--- src/rtl/alu_64_2_if.sv ---
`default_nettype none
// ============================================================================
//  Module      : alu_64_2_if
//  Description : Operand/result bundle for the alu_64_2 execute-stage ALU.
//                The master drives the op select and operands and the slave
//                returns the registered result and signed-overflow flag.
//  Revision    : 1.0  initial release
// ============================================================================
interface alu_64_2_if #(
   parameter int WIDTH = 64
);
   logic [1:0]       S;   // op select: 00 ADD, 01 SUB, 10 AND, 11 XOR
   logic [WIDTH-1:0] A;   // operand A, signed
   logic [WIDTH-1:0] B;   // operand B, signed
   logic [WIDTH-1:0] Y;   // registered result
   logic             OF;  // registered signed-overflow flag

   modport master (
      output S,
      output A,
      output B,
      input  Y,
      input  OF
   );

   modport slave (
      input  S,
      input  A,
      input  B,
      output Y,
      output OF
   );
endinterface
`default_nettype wire

--- src/rtl/alu_64_2.sv ---
`default_nettype none
// ============================================================================
//  Module      : alu_64_2
//  Description : Two's-complement ALU for the Y86 execute stage. ADD, SUB,
//                AND or XOR on A and B, with the result and a signed-overflow
//                flag registered for one cycle. A new operation is accepted
//                every clock. Arithmetic uses a ripple-carry chain of full
//                adders; SUB inverts B and injects a carry-in of 1.
//  Revision    : 1.0  initial release
// ============================================================================
module alu_64_2 #(
   parameter int WIDTH = 64
) (
   input  wire logic  clk,
   input  wire logic  rst_n,
   alu_64_2_if.slave  bus
);

   localparam int          c_msb    = WIDTH - 1;
   localparam logic [1:0]  c_op_add = 2'b00;
   localparam logic [1:0]  c_op_sub = 2'b01;
   localparam logic [1:0]  c_op_and = 2'b10;
   localparam logic [1:0]  c_op_xor = 2'b11;

   // ------------------------------------------------------------------------
   // Adder operand conditioning. Bit 0 of S separates ADD from SUB, so it
   // doubles as the B-invert control and the adder carry-in. For the logic
   // ops the adder output is simply not selected.
   // ------------------------------------------------------------------------
   logic             w_sub;
   logic [WIDTH-1:0] w_b_eff;
   logic [WIDTH-1:0] w_sum;
   logic [WIDTH-1:0] w_carry;   // w_carry[i] is the carry into bit i

   assign w_sub      = bus.S[0];
   assign w_b_eff    = w_sub ? ~bus.B : bus.B;
   assign w_carry[0] = w_sub;

   // ------------------------------------------------------------------------
   // Ripple-carry chain: one full adder per bit. The carry out of the top
   // bit is never used (overflow is derived from sign bits), so it is not
   // generated at all.
   // ------------------------------------------------------------------------
   generate
      for (genvar i = 0; i < WIDTH; i++) begin : g_fa
         logic w_p;
         assign w_p      = bus.A[i] ^ w_b_eff[i];
         assign w_sum[i] = w_p ^ w_carry[i];
         if (i < WIDTH - 1) begin : g_carry
            assign w_carry[i+1] = (bus.A[i] & w_b_eff[i]) | (w_p & w_carry[i]);
         end
      end
   endgenerate

   // ------------------------------------------------------------------------
   // Signed overflow for the arithmetic ops. Comparing A's sign against the
   // sign of the effective (possibly inverted) B covers both cases at once:
   //   ADD: signs of A and B agree and the sum sign differs from A.
   //   SUB: signs of A and B differ (A and ~B agree) and the result sign
   //        differs from A.
   // ------------------------------------------------------------------------
   logic w_arith_of;

   assign w_arith_of = (bus.A[c_msb] == w_b_eff[c_msb]) &&
                       (w_sum[c_msb] != bus.A[c_msb]);

   // ------------------------------------------------------------------------
   // Result/flag selection.
   // ------------------------------------------------------------------------
   logic [WIDTH-1:0] w_y;
   logic             w_of;

   // Select the result for the current op; logic ops never overflow.
   always_comb begin
      w_y  = '0;
      w_of = 1'b0;
      case (bus.S)
         c_op_add: begin
            w_y  = w_sum;
            w_of = w_arith_of;
         end
         c_op_sub: begin
            w_y  = w_sum;
            w_of = w_arith_of;
         end
         c_op_and: begin
            w_y  = bus.A & bus.B;
         end
         c_op_xor: begin
            w_y  = bus.A ^ bus.B;
         end
         default: begin
            // S carrying X/Z is a don't-care; keep outputs defined.
            w_y  = '0;
            w_of = 1'b0;
         end
      endcase
   end

   // ------------------------------------------------------------------------
   // Output register: one cycle of latency, cleared immediately on reset so
   // any result in flight is discarded.
   // ------------------------------------------------------------------------
   logic [WIDTH-1:0] r_y;
   logic             r_of;

   // Capture result and flag every cycle; async clear on rst_n low.
   always_ff @(posedge clk or negedge rst_n) begin
      if (!rst_n) begin
         r_y  <= '0;
         r_of <= 1'b0;
      end else begin
         r_y  <= w_y;
         r_of <= w_of;
      end
   end

   assign bus.Y  = r_y;
   assign bus.OF = r_of;

endmodule
`default_nettype wire

--- src/flat_wrapper.sv ---
// flat-port wrapper written by rule: the top's interface ports become plain ports
module alu_64_2_flat 
#(
   parameter int WIDTH = 64
)
  (clk, rst_n, bus_S, bus_A, bus_B, bus_Y, bus_OF);
  alu_64_2_if #(.WIDTH(WIDTH)) bus_i ();
  input  wire logic clk;
  input  wire logic rst_n;
  input wire logic [$bits(bus_i.S)-1:0] bus_S;
  input wire logic [$bits(bus_i.A)-1:0] bus_A;
  input wire logic [$bits(bus_i.B)-1:0] bus_B;
  output wire logic [$bits(bus_i.Y)-1:0] bus_Y;
  output wire logic [$bits(bus_i.OF)-1:0] bus_OF;
  assign bus_i.S = bus_S;
  assign bus_i.A = bus_A;
  assign bus_i.B = bus_B;
  assign bus_Y = bus_i.Y;
  assign bus_OF = bus_i.OF;
  alu_64_2 #(.WIDTH(WIDTH)) u_core (.clk(clk), .rst_n(rst_n), .bus(bus_i));
endmodule
--- config.mk ---
export PLATFORM = sky130hd
export DESIGN_NAME = alu_64_2_flat
export DESIGN_NICKNAME = d
export VERILOG_FILES = /design/src/rtl/alu_64_2_if.sv /design/src/rtl/alu_64_2.sv /design/src/flat_wrapper.sv
export SDC_FILE = /design/constraint.sdc
export NUM_CORES = 1
export LEC_CHECK = 0
export CORE_AREA = 5 5 110 112
export DETAILED_ROUTE_END_ITERATION = 7
export DIE_AREA = 0 0 115 117
export DONT_BUFFER_PORTS = 1
export PLACE_DENSITY = 0.67
export SYNTH_ARGS = -nofsm -noshare
export SYNTH_HDL_FRONTEND = slang
export SYNTH_SLANG_ARGS = --single-unit
--- constraint.sdc ---
create_clock -name clk -period 0.8 [get_ports clk]
set_clock_uncertainty 0.1 [all_clocks]
set_input_delay 0 -clock clk [delete_from_list [all_inputs] [get_ports clk]]
set_output_delay 0 -clock clk [all_outputs]
set_load 0.05 [all_outputs]
==> metrics.cfg, run 1 <==
[status]
status=complete, but fails checks
violations=negative hold slack, negative setup slack

[grt]
grt_pass1_vias=4131
use_met1_pct=20.3
use_met2_pct=33.2
grt_pass1_wl_mm=20.0
busiest_layer=met2
use_met3_pct=8.53
grt.overflow.total=0
antenna_found_initial=0
grt_usage_pct=19.4
grt_max_degree=129

[cts]
cts_buffer_depth=2
htreeDepth=3
cts_root_buf=clkbuf_16
cts_tree=done
cts_inserted_buffers=9
cts.sinks=65
path_clk_slew_ns=0.05

[timing]
period_minus_slack_ns=24.07
hold_slack_ns=-0.736
relSlewSlack_pct=82.6
setup_violations=128
min_period_over_period_pct=3010
drv_slew=0
rsz0062_at_grt=true
fin_ws_ns=-23.27
fmax_ghz=0.0415
fin_tns_setup_ns=-764.50
finalHoldViolations=130
tightest_slew_ns=0.256

[worst_setup_path]
cp-start-kind=primary input
crit_slowest_cell=fa_2
required_ns=0.91
crit_path_frequent_cell=fa_2
cp_max_fo=128
critical_path_class=in -> reg
critPathMaxStageDelay_ns=0.40
worst_ep_arrival_time_ns=24.18
cp-end-kind=flop

[pwr]
max-vdd-ir-drop_mv=1.33
p_total_mw=17.1
leakage_nw=3.67
p_per_area_nw_per_um2=2200

[min_path]
min_path_type=in -> async

[placement]
dpl_cell_area_um2=7450
hpwlAfterDp_mm=10.0
portBuffers=0
pre_cts_slack_ns=-23.68
place.gp.congestion=0.815

[floorplan]
die_w_um=115
std_cell_rows=39
dieHeight_um=117
core_um2=11100
dieArea_um2=13500
io_pins=197
start_util_pct=53.3

[route]
wl_mm=12.6
ant_nets=0
vias=3540
drcViolationCount=0
avgRoutedWirePerCell_um=18.6
drt_iter0_markers=153
drt_first_pass_iters=4
viasPerCell=5.22

[flow_run]
max_cap_viol_count=0

[cells_and_area]
final_common_cell=mux2i_1
antenna_cells=0
drive_above_1_share_pct=27.7
final_area_um2=7750
fin_nets=788
area_delta_synth_final_pct=30.8
most-common-layout-cells=125 x mux2i_1, 65 x buf_12, 65 x dfrtp_1, 64 x ha_1

[logic_synthesis]
ys_ff_latch=65
synth_warnings=0
synth.avg_cell_area_um2=12.5
synth_cells=475
synth.area.top_cells=dfrtp_1 27%, mux2i_1 21%, fa_1 21%
synth_seq_area_share_pct=27.5
synth_area_um2=5920
syn-num-nets=733
yosys.area.top_type=dfrtp_1
synth_top_area_share_pct=27.5
synth.distinct_cells=19

where the power goes:
| group | internal [mW] | total [mW] | switching [mW] |
|---|---|---|---|
| registers | 4.04 | 4.66 | 0.625 |
| logic | 4.41 | 8.75 | 4.34 |
| clock network | 2.25 | 3.65 | 1.40 |
cells in the mapped netlist:
cell type and n:
nor2_1 1, inv_1 62, ha_1 64, fa_1 62, buf_6 1, nand2_1 1
xnor3_1 1, a21oi_1 2, dfrtp_1 65, mux2i_1 126, mux2_2 2, nand3_1 1
buf_2 17, xor2_1 2, or3_1 1, buf_4 3, o21ai_0 1, xnor2_1 62
clkbuf_1 1
sequential cells by signal, indices dropped and copies added, names as in the netlist:
| signal | cells |
|---|---|
| u_core.bus.Y | 64 |
| u_core.bus.OF | 1 |
logic make-up (layout without fill, tap and decap cells):
group / Yosys count / after routing / share of synthesized area, %
compound gates: 3 / 3 / 0.253
xor+xnor: 65 / 65 / 9.84
fa+ha+maj: 126 / 126 / 34.5
buf+inv: 84 / 144 / 6.00
flops: 65 / 65 / 27.5
mux: 128 / 128 / 21.7
simple gates: 4 / 4 / 0.317
metrics by stage:
step                      utilization [%]  cells
after floorplan                         -    475
after global placement               66.9    662
after detailed placement             66.9    662
after CTS                            69.4    678
after global routing                 69.7    678
final                                69.7    678
how the worst max path moves through the flow:
stage	start	endpoint	slack (ns)	cells past startpoint
after floorplan	bus_S[0]	u_core.bus.Y[63]	-23.28	69
final	bus_S[0]	u_core.bus.Y[63]	-23.27	66
after detailed placement	bus_B[0]	u_core.bus.Y[63]	-23.68	66
after global routing	bus_S[0]	u_core.bus.Y[63]	-23.93	66
after global placement	bus_B[0]	u_core.bus.Y[63]	-23.45	66
after CTS	bus_B[0]	u_core.bus.Y[63]	-23.41	66
worst max-delay path, delay by kind of cell:
kind,cells,cell delay (ns)
adder cells (fa/ha/maj),62,23.21
multiplexers,2,0.52
XOR/XNOR,2,0.36
final cells by class:
| cell class | count | area, µm² |
|---|---|---|
| Clock buffer | 13 | 260 |
| Clock inverter | 3 | 15.0 |
| Fill cell | 777 | 3370 |
| Inverter | 62 | 233 |
| Multi-Input combinational cell | 326 | 4130 |
| Sequential cell | 65 | 1630 |
| Tap cell | 143 | 179 |
| Timing Repair Buffer | 66 | 1310 |
routing by layer:
layer / share of wire, % / vias to the layer above
met5: 0 / -
met4: 3.8 / 0
met3: 12 / 27
met2: 51 / 136
met1: 33 / 1717
li1: - / 1660
what timing repair did:
item                                   in CTS  in global routing
setup buffers                               0                  0
endpoints found under the hold margin     130                130
resized for setup                           0                  4
pin swaps                                   0                  0
setup endpoints to repair                 128                129
Power figures use the tool's default switching activity.
==> run 2, diff against run 1 <==
--- a/config.mk
+++ b/config.mk
@@ -10,6 +10,8 @@
 export DIE_AREA = 0 0 115 117
 export DONT_BUFFER_PORTS = 1
 export PLACE_DENSITY = 0.67
+export REMOVE_ABC_BUFFERS = 1
+export SETUP_SLACK_MARGIN = 0.02
 export SYNTH_ARGS = -nofsm -noshare
 export SYNTH_HDL_FRONTEND = slang
 export SYNTH_SLANG_ARGS = --single-unit
==> run 2 against run 1 <==
Effect of this change:
- worst setup slack worse by 0.33 ns
- utilization up 0.34 points
- the run still ends with negative hold slack, negative setup slack left
- worst hold slack worse by 0.0073 ns
==> metrics.cfg, run 2 (synthesis results as in run 1) <==
[route]
viasPerCell=5.34  ; +2.3%
drt_first_pass_iters=4  ; unchanged
drcViolationCount=0  ; unchanged
vias=3615  ; +2.1%
wl_mm=13.2  ; +4.3%
ant_nets=0  ; unchanged
drt_iter0_markers=184  ; +20%
avgRoutedWirePerCell_um=19.5  ; +4.5%

[cts]
cts_tree=done
cts.sinks=65  ; unchanged
path_clk_slew_ns=0.06  ; about the same
cts_buffer_depth=2  ; unchanged
cts_inserted_buffers=9  ; unchanged
htreeDepth=3  ; unchanged
post_cts_buffers=0  ; unchanged
cts_root_buf=clkbuf_16

[worst_setup_path]
worst_ep_arrival_time_ns=24.52  ; +0.34 ns
crit_slowest_cell=fa_2
cp_top_family=adder cells
crit_path_frequent_cell=fa_2
cp-end-kind=flop
cp.buffers_inverters=0  ; unchanged
critical_path_class=in -> reg
cp-start-kind=primary input
critPathMaxStageDelay_ns=0.42  ; +0.02 ns
cp_max_fo=128  ; unchanged
required_ns=0.92  ; about the same

[cells_and_area]
fin_cells=677  ; -0.15%
largest_reg_flops=64  ; unchanged
drive_above_1_share_pct=27.5  ; -0.14 points
final_util_pct=70.0  ; +0.34 points
final_common_cell=mux2i_1
multi_input_area_um2=4140  ; +0.18%
antenna_cells=0  ; unchanged
regArea_um2=1630  ; unchanged
area_delta_synth_final_pct=31.5
fin_nets=787  ; -0.13%
fillCellCount=775  ; -0.26%
most-common-layout-cells=125 x mux2i_1, 65 x buf_12, 65 x dfrtp_1, 64 x ha_1

[placement]
hpwlAfterDp_mm=10.1  ; +0.84%
portBuffers=0  ; unchanged
place.gp.congestion=0.750  ; -8.0%
numPlacedInstances=661  ; -0.15%

[timing]
hold_slack_ns=-0.743  ; -0.00734 ns
rsz0062_at_grt=true
setup_violations=129  ; +0.78%
finalHoldViolations=130  ; unchanged
period_minus_slack_ns=24.40  ; +0.333 ns
fmax_ghz=0.0410  ; -1.4%
fin_ws_ns=-23.60  ; -0.333 ns
min_period_over_period_pct=3050  ; +42 points
drv_slew=0  ; unchanged
relSlewSlack_pct=72.1  ; -10 points
tightest_slew_ns=0.418  ; +0.162 ns

[floorplan]
dieHeight_um=117  ; unchanged
start_util_pct=53.3  ; unchanged
std_cell_rows=39  ; unchanged
die_w_um=115  ; unchanged
io_pins=197  ; unchanged
core_um2=11100  ; unchanged
dieArea_um2=13500  ; unchanged

[grt]
grt_max_degree=129  ; unchanged
grt_usage_pct=20.3  ; +0.89 points
grt_pass1_vias=4282  ; +3.7%
grt.overflow.total=0  ; unchanged
grt_pass1_wl_mm=21.2  ; +5.8%
antenna_found_initial=0  ; unchanged

[pwr]
max-vdd-ir-drop_mv=1.39  ; +5.0%
p_per_area_nw_per_um2=2250  ; +2.2%
p_seq_share_pct=26.6  ; -0.7 points
clkPwrFrac_pct=23.2  ; +1.8 points
power_switching_mw=6.45  ; +1.4%
combPwrFrac_pct=50.2  ; -1.1 points
switching_share_pct=36.8  ; -0.50 points
p_total_mw=17.5  ; +2.7%
leakage_nw=3.69  ; +0.58%
p_int_mw=11.1  ; +3.5%

[min_path]
min_path_type=in -> async

[flow_run]
max_cap_viol_count=0  ; unchanged

[status]
violations=negative hold slack, negative setup slack
status=complete, but fails checks

run 2: cell types whose count changed in the layout (fill, tap and decap cells not counted), sizes merged:
cell,change
clkbuf,+2
clkinv,-2
buf,-1
run 2: per-stage QoR:
step                      instance area (µm²)  worst slack, ns  TNS (ns)
after floorplan                          5800           -26.04   -849.90
after global placement                   7280           -26.82   -875.15
after detailed placement                 7280           -27.21   -887.03
after CTS                                7770           -23.50   -766.97
after global routing                     7790           -24.17   -796.33
final                                    7790           -23.60   -776.39
run 2: timing repair:
action	CTS	global route
endpoints found under the setup margin	128	129
endpoints found under the hold margin	130	130
cloned	0	0
resized for setup	64	4
pin swaps	5	3
run 2: final cells by class:
class	count	share of cell area (%)
repair buffers	65	16.7
inverters	62	2.99
well taps	143	2.30
clock buffers	15	3.95
flip-flops and latches	65	20.9
multi-input cells	326	53.1
clock inverters	1	0.0643
run 2: path summary, 6_finish.rpt:
check	startpoint	end	slack, ns	depth (start not counted)
min in group clk	bus_S[1]	u_core.bus.Y[3]	-0.33	1
min	rst_n	u_core.bus.Y[3]	-0.74	0
max in group asynchronous	rst_n	u_core.bus.Y[62]	1.23	0
max	bus_S[0]	u_core.bus.Y[63]	-23.60	66
run 2: per-layer routing:
| layer | vias to the layer above | track usage, % | routed length [µm] |
|---|---|---|---|
| li1 | 1667 | - | - |
| met1 | 1788 | 22.5 | 4460 |
| met5 | - | 0 | 0 |
| met4 | 0 | 7.51 | 344 |
| met2 | 133 | 35.2 | 6970 |
| met3 | 27 | 8.48 | 1410 |
run 2: power groups by stage:
stage | sequential (mW) | combinational, mW | clock, mW
global route | 4.74 | 9.46 | 4.31
finish | 4.67 | 8.81 | 4.06
floorplan | 6.94 | 2.23 | 0
detailed placement | 4.73 | 8.64 | 0
CTS | 4.68 | 8.89 | 4.13
global placement | 4.70 | 8.42 | 0
==> run 3, diff against run 2 <==
--- a/config.mk
+++ b/config.mk
@@ -5,9 +5,10 @@
 export SDC_FILE = /design/constraint.sdc
 export NUM_CORES = 1
 export LEC_CHECK = 0
-export CORE_AREA = 5 5 110 112
+export ABC_AREA = 1
+export CORE_AREA = 5 5 109 111
 export DETAILED_ROUTE_END_ITERATION = 7
-export DIE_AREA = 0 0 115 117
+export DIE_AREA = 0 0 114 116
 export DONT_BUFFER_PORTS = 1
 export PLACE_DENSITY = 0.67
 export REMOVE_ABC_BUFFERS = 1
==> run 3 against run 2 <==
Effect of this change:
- the run still ends with negative hold slack, negative setup slack left
- combinational power fell by 9.8%
- die area fell by 1.7%
- count of clock-buffer cells in the layout fell by 4
- synthesized cell count rose by 20%
- utilization rose by 0.66 points
- first-iteration DRC count rose by 26%
- sequential share of layout area rose by 0.63 points
- non-clock buffer count rose by 6
- via count rose by 19%
- cell area fell by 2.9%
- critical path depth rose by 1
- highest routed layer unchanged
==> metrics.cfg, run 3 <==
[status]
status=complete, but fails checks
violations=negative hold slack, negative setup slack

[route]
wl_mm=14.5  ; +9.9%
ant_nets=0  ; unchanged
vias=4315  ; +19%
drt_iter0_markers=231  ; +26%
viasPerCell=5.67  ; +6.2%
drt_first_pass_iters=4  ; unchanged
avgRoutedWirePerCell_um=19.1  ; -2.2%
drcViolationCount=0  ; unchanged

[worst_setup_path]
worst_ep_arrival_time_ns=24.07  ; -0.45 ns
cp_top_family=adder cells
cp.buffers_inverters=1  ; +1
cp_max_fo=131  ; +2.3%
crit_slowest_cell=fa_2
required_ns=0.99  ; +0.07 ns
critical_path_class=in -> reg
crit_path_frequent_cell=fa_2
cp-end-kind=flop
critPathMaxStageDelay_ns=0.42  ; about the same
cp-start-kind=primary input

[logic_synthesis]
async_flop_share_pct=100  ; unchanged
synth_top_area_share_pct=27.9  ; +0.44 points
synth.area.top_cells=dfrtp_1 28%, fa_1 21%, ha_1 14%
synth_common_cells=74 x nand2_1, 69 x inv_1, 69 x nand3_1, 65 x dfrtp_1, 64 x ha_1
synth_area_um2=5830  ; -1.6%
yosysMostFrequentCell=nand2_1
synth_seq_area_share_pct=27.9  ; +0.44 points
synth_cells=569  ; +20%
synth_warnings=0  ; unchanged
yosys.area.top_type=dfrtp_1
synth.distinct_cells=19  ; unchanged
synth_flop_cell=dfrtp_1
synth.avg_cell_area_um2=10.2  ; -18%
ys_ff_latch=65  ; unchanged
synth_edf_count=0  ; unchanged

[pwr]
p_per_area_nw_per_um2=2040  ; -9.4%
leakage_nw=3.22  ; -13%
p_seq_share_pct=29.1  ; +2.5 points
p_int_mw=9.47  ; -15%
max-vdd-ir-drop_mv=1.22  ; -12%
power_switching_mw=5.95  ; -7.8%
switching_share_pct=38.6  ; +1.8 points
combPwrFrac_pct=51.6  ; +1.4 points
clkPwrFrac_pct=19.4  ; -3.8 points

[cts]
path_clk_slew_ns=0.08  ; +0.02 ns
cts_buffer_depth=2  ; unchanged
htreeDepth=3  ; unchanged
post_cts_buffers=0  ; unchanged
cts.sinks=65  ; unchanged
cts_root_buf=clkbuf_8
cts_tree=done
cts_inserted_buffers=9  ; unchanged

[grt]
grt_usage_pct=23.4  ; +3.0 points
grt_pass1_vias=4872  ; +14%
grt_pass1_wl_mm=24.1  ; +14%
grt.overflow.total=0  ; unchanged
antenna_found_initial=0  ; unchanged
grt_max_degree=132  ; +2.3%

[timing]
period_minus_slack_ns=23.89  ; -0.513 ns
setup_violations=129  ; unchanged
finalHoldViolations=130  ; unchanged
rsz0062_at_grt=true
fin_tns_setup_ns=-775.60  ; +0.792 ns
tightest_slew_ns=0.310  ; -0.108 ns
drv_slew=0  ; unchanged
fmax_ghz=0.0419  ; +2.1%
hold_slack_ns=-0.770  ; -0.0265 ns
min_period_over_period_pct=2990  ; -64 points
relSlewSlack_pct=79.3  ; +7.2 points
fin_ws_ns=-23.09  ; +0.513 ns

[cells_and_area]
final_common_cell=nand2_1
area_delta_synth_final_pct=29.7
drive_above_1_share_pct=24.8  ; -2.7 points
final_util_pct=70.7  ; +0.66 points
most-common-layout-cells=74 x nand2_1, 69 x nand3_1, 68 x inv_1, 67 x buf_12, 65 x dfrtp_1
fin_nets=874  ; +11%
largest_reg_flops=64  ; unchanged
fillCellCount=738  ; -4.8%
antenna_cells=0  ; unchanged

[placement]
place.gp.congestion=0.814  ; +8.6%
portBuffers=0  ; unchanged
hpwlAfterDp_mm=11.0  ; +9.0%

[floorplan]
io_pins=197  ; unchanged
dieArea_um2=13200  ; -1.7%
core_um2=10700  ; -3.8%
die_w_um=114  ; -0.87%
start_util_pct=54.5  ; +1.3 points
dieHeight_um=116  ; -0.85%
std_cell_rows=38  ; -2.6%

[flow_run]
max_cap_viol_count=0  ; unchanged

[min_path]
min_path_type=in -> async

-- run 3: cell count changes after synthesis, moves of 2 or more --
cell      previous run  this run
buf_2               17        10
buf_4                3        13
buf_6                1         4
clkbuf_1             1         7
inv_1               62        69
mux2_2               2         0
mux2i_1            126         0
nand2_1              1        74
nand3_1              1        69
o211ai_1             0        62
xor2_1               2         0
-- run 3: final cells by class --
| cell class | count | area [µm²] | area share (%) |
|---|---|---|---|
| clock inverter | 5 | 53.8 | 0.712 |
| tap | 140 | 175 | 2.32 |
| multi-input combinational | 399 | 3890 | 51.5 |
| sequential | 65 | 1630 | 21.5 |
| timing repair buffer | 71 | 1370 | 18.1 |
| clock buffer | 11 | 151 | 2.00 |
| inverter | 70 | 289 | 3.82 |
-- run 3: repair_timing --
item                       CTS  global route
hold endpoints to repair   130           130
setup endpoints to repair  128           128
gates cloned                 0             0
pin swaps                   58             1
resized for setup           71             2
-- run 3: cells by family after synthesis --
kind of cell | after synthesis | share of synthesized area, %
adders and majority gates | 126 | 35.0
DFF | 65 | 27.9
buffers and inverters | 105 | 8.33
and+or+nand+nor | 146 | 11.2
AOI/OAI and AO/OA | 65 | 8.28
xor gates and xnor gates | 62 | 9.31
-- run 3: worst paths after layout --
| check | startpoint | to | slack [ns] | cells past startpoint |
|---|---|---|---|---|
| worst max-delay path | bus_S[0] | u_core.bus.Y[63] | -23.09 | 67 |
| worst min-delay path | rst_n | u_core.bus.Y[16] | -0.77 | 0 |
| max in group asynchronous | rst_n | u_core.bus.Y[31] | 1.25 | 0 |
| min in group clk | bus_S[1] | u_core.bus.Y[42] | -0.34 | 1 |
-- run 3: metrics by stage --
stage          hold slack (ns)  area [µm²]  setup WS (ns)  std cells  total power [mW]
6_report                -0.770        7560         -23.09        761              15.4
3_3_place_gp            -0.394        7150         -26.61        745              12.1
2_1_floorplan           -0.396        5610         -25.71        534              8.60
5_1_grt                 -0.796        7560         -23.63        761              16.3
4_1_cts                 -0.785        7550         -23.04        761              15.6
3_5_place_dp            -0.393        7150         -26.91        745              12.4
-- run 3: power groups by stage --
| stage | Combinational, mW | Clock (mW) | Sequential (mW) |
|---|---|---|---|
| floorplan | 2.13 | 0 | 6.47 |
| global placement | 7.58 | 0 | 4.53 |
| detailed placement | 7.82 | 0 | 4.56 |
| CTS | 8.04 | 3.06 | 4.49 |
| global route | 8.56 | 3.20 | 4.54 |
| finish | 7.95 | 2.99 | 4.48 |
-- run 3: metal layers --
layer / vias up / track usage, % / wire length (µm)
met2: 171 / 40.1 / 7250
met1: 2150 / 25.4 / 4870
met5: - / 0 / 0
li1: 1969 / - / -
met4: 0 / 8.23 / 351
met3: 25 / 11.1 / 2030
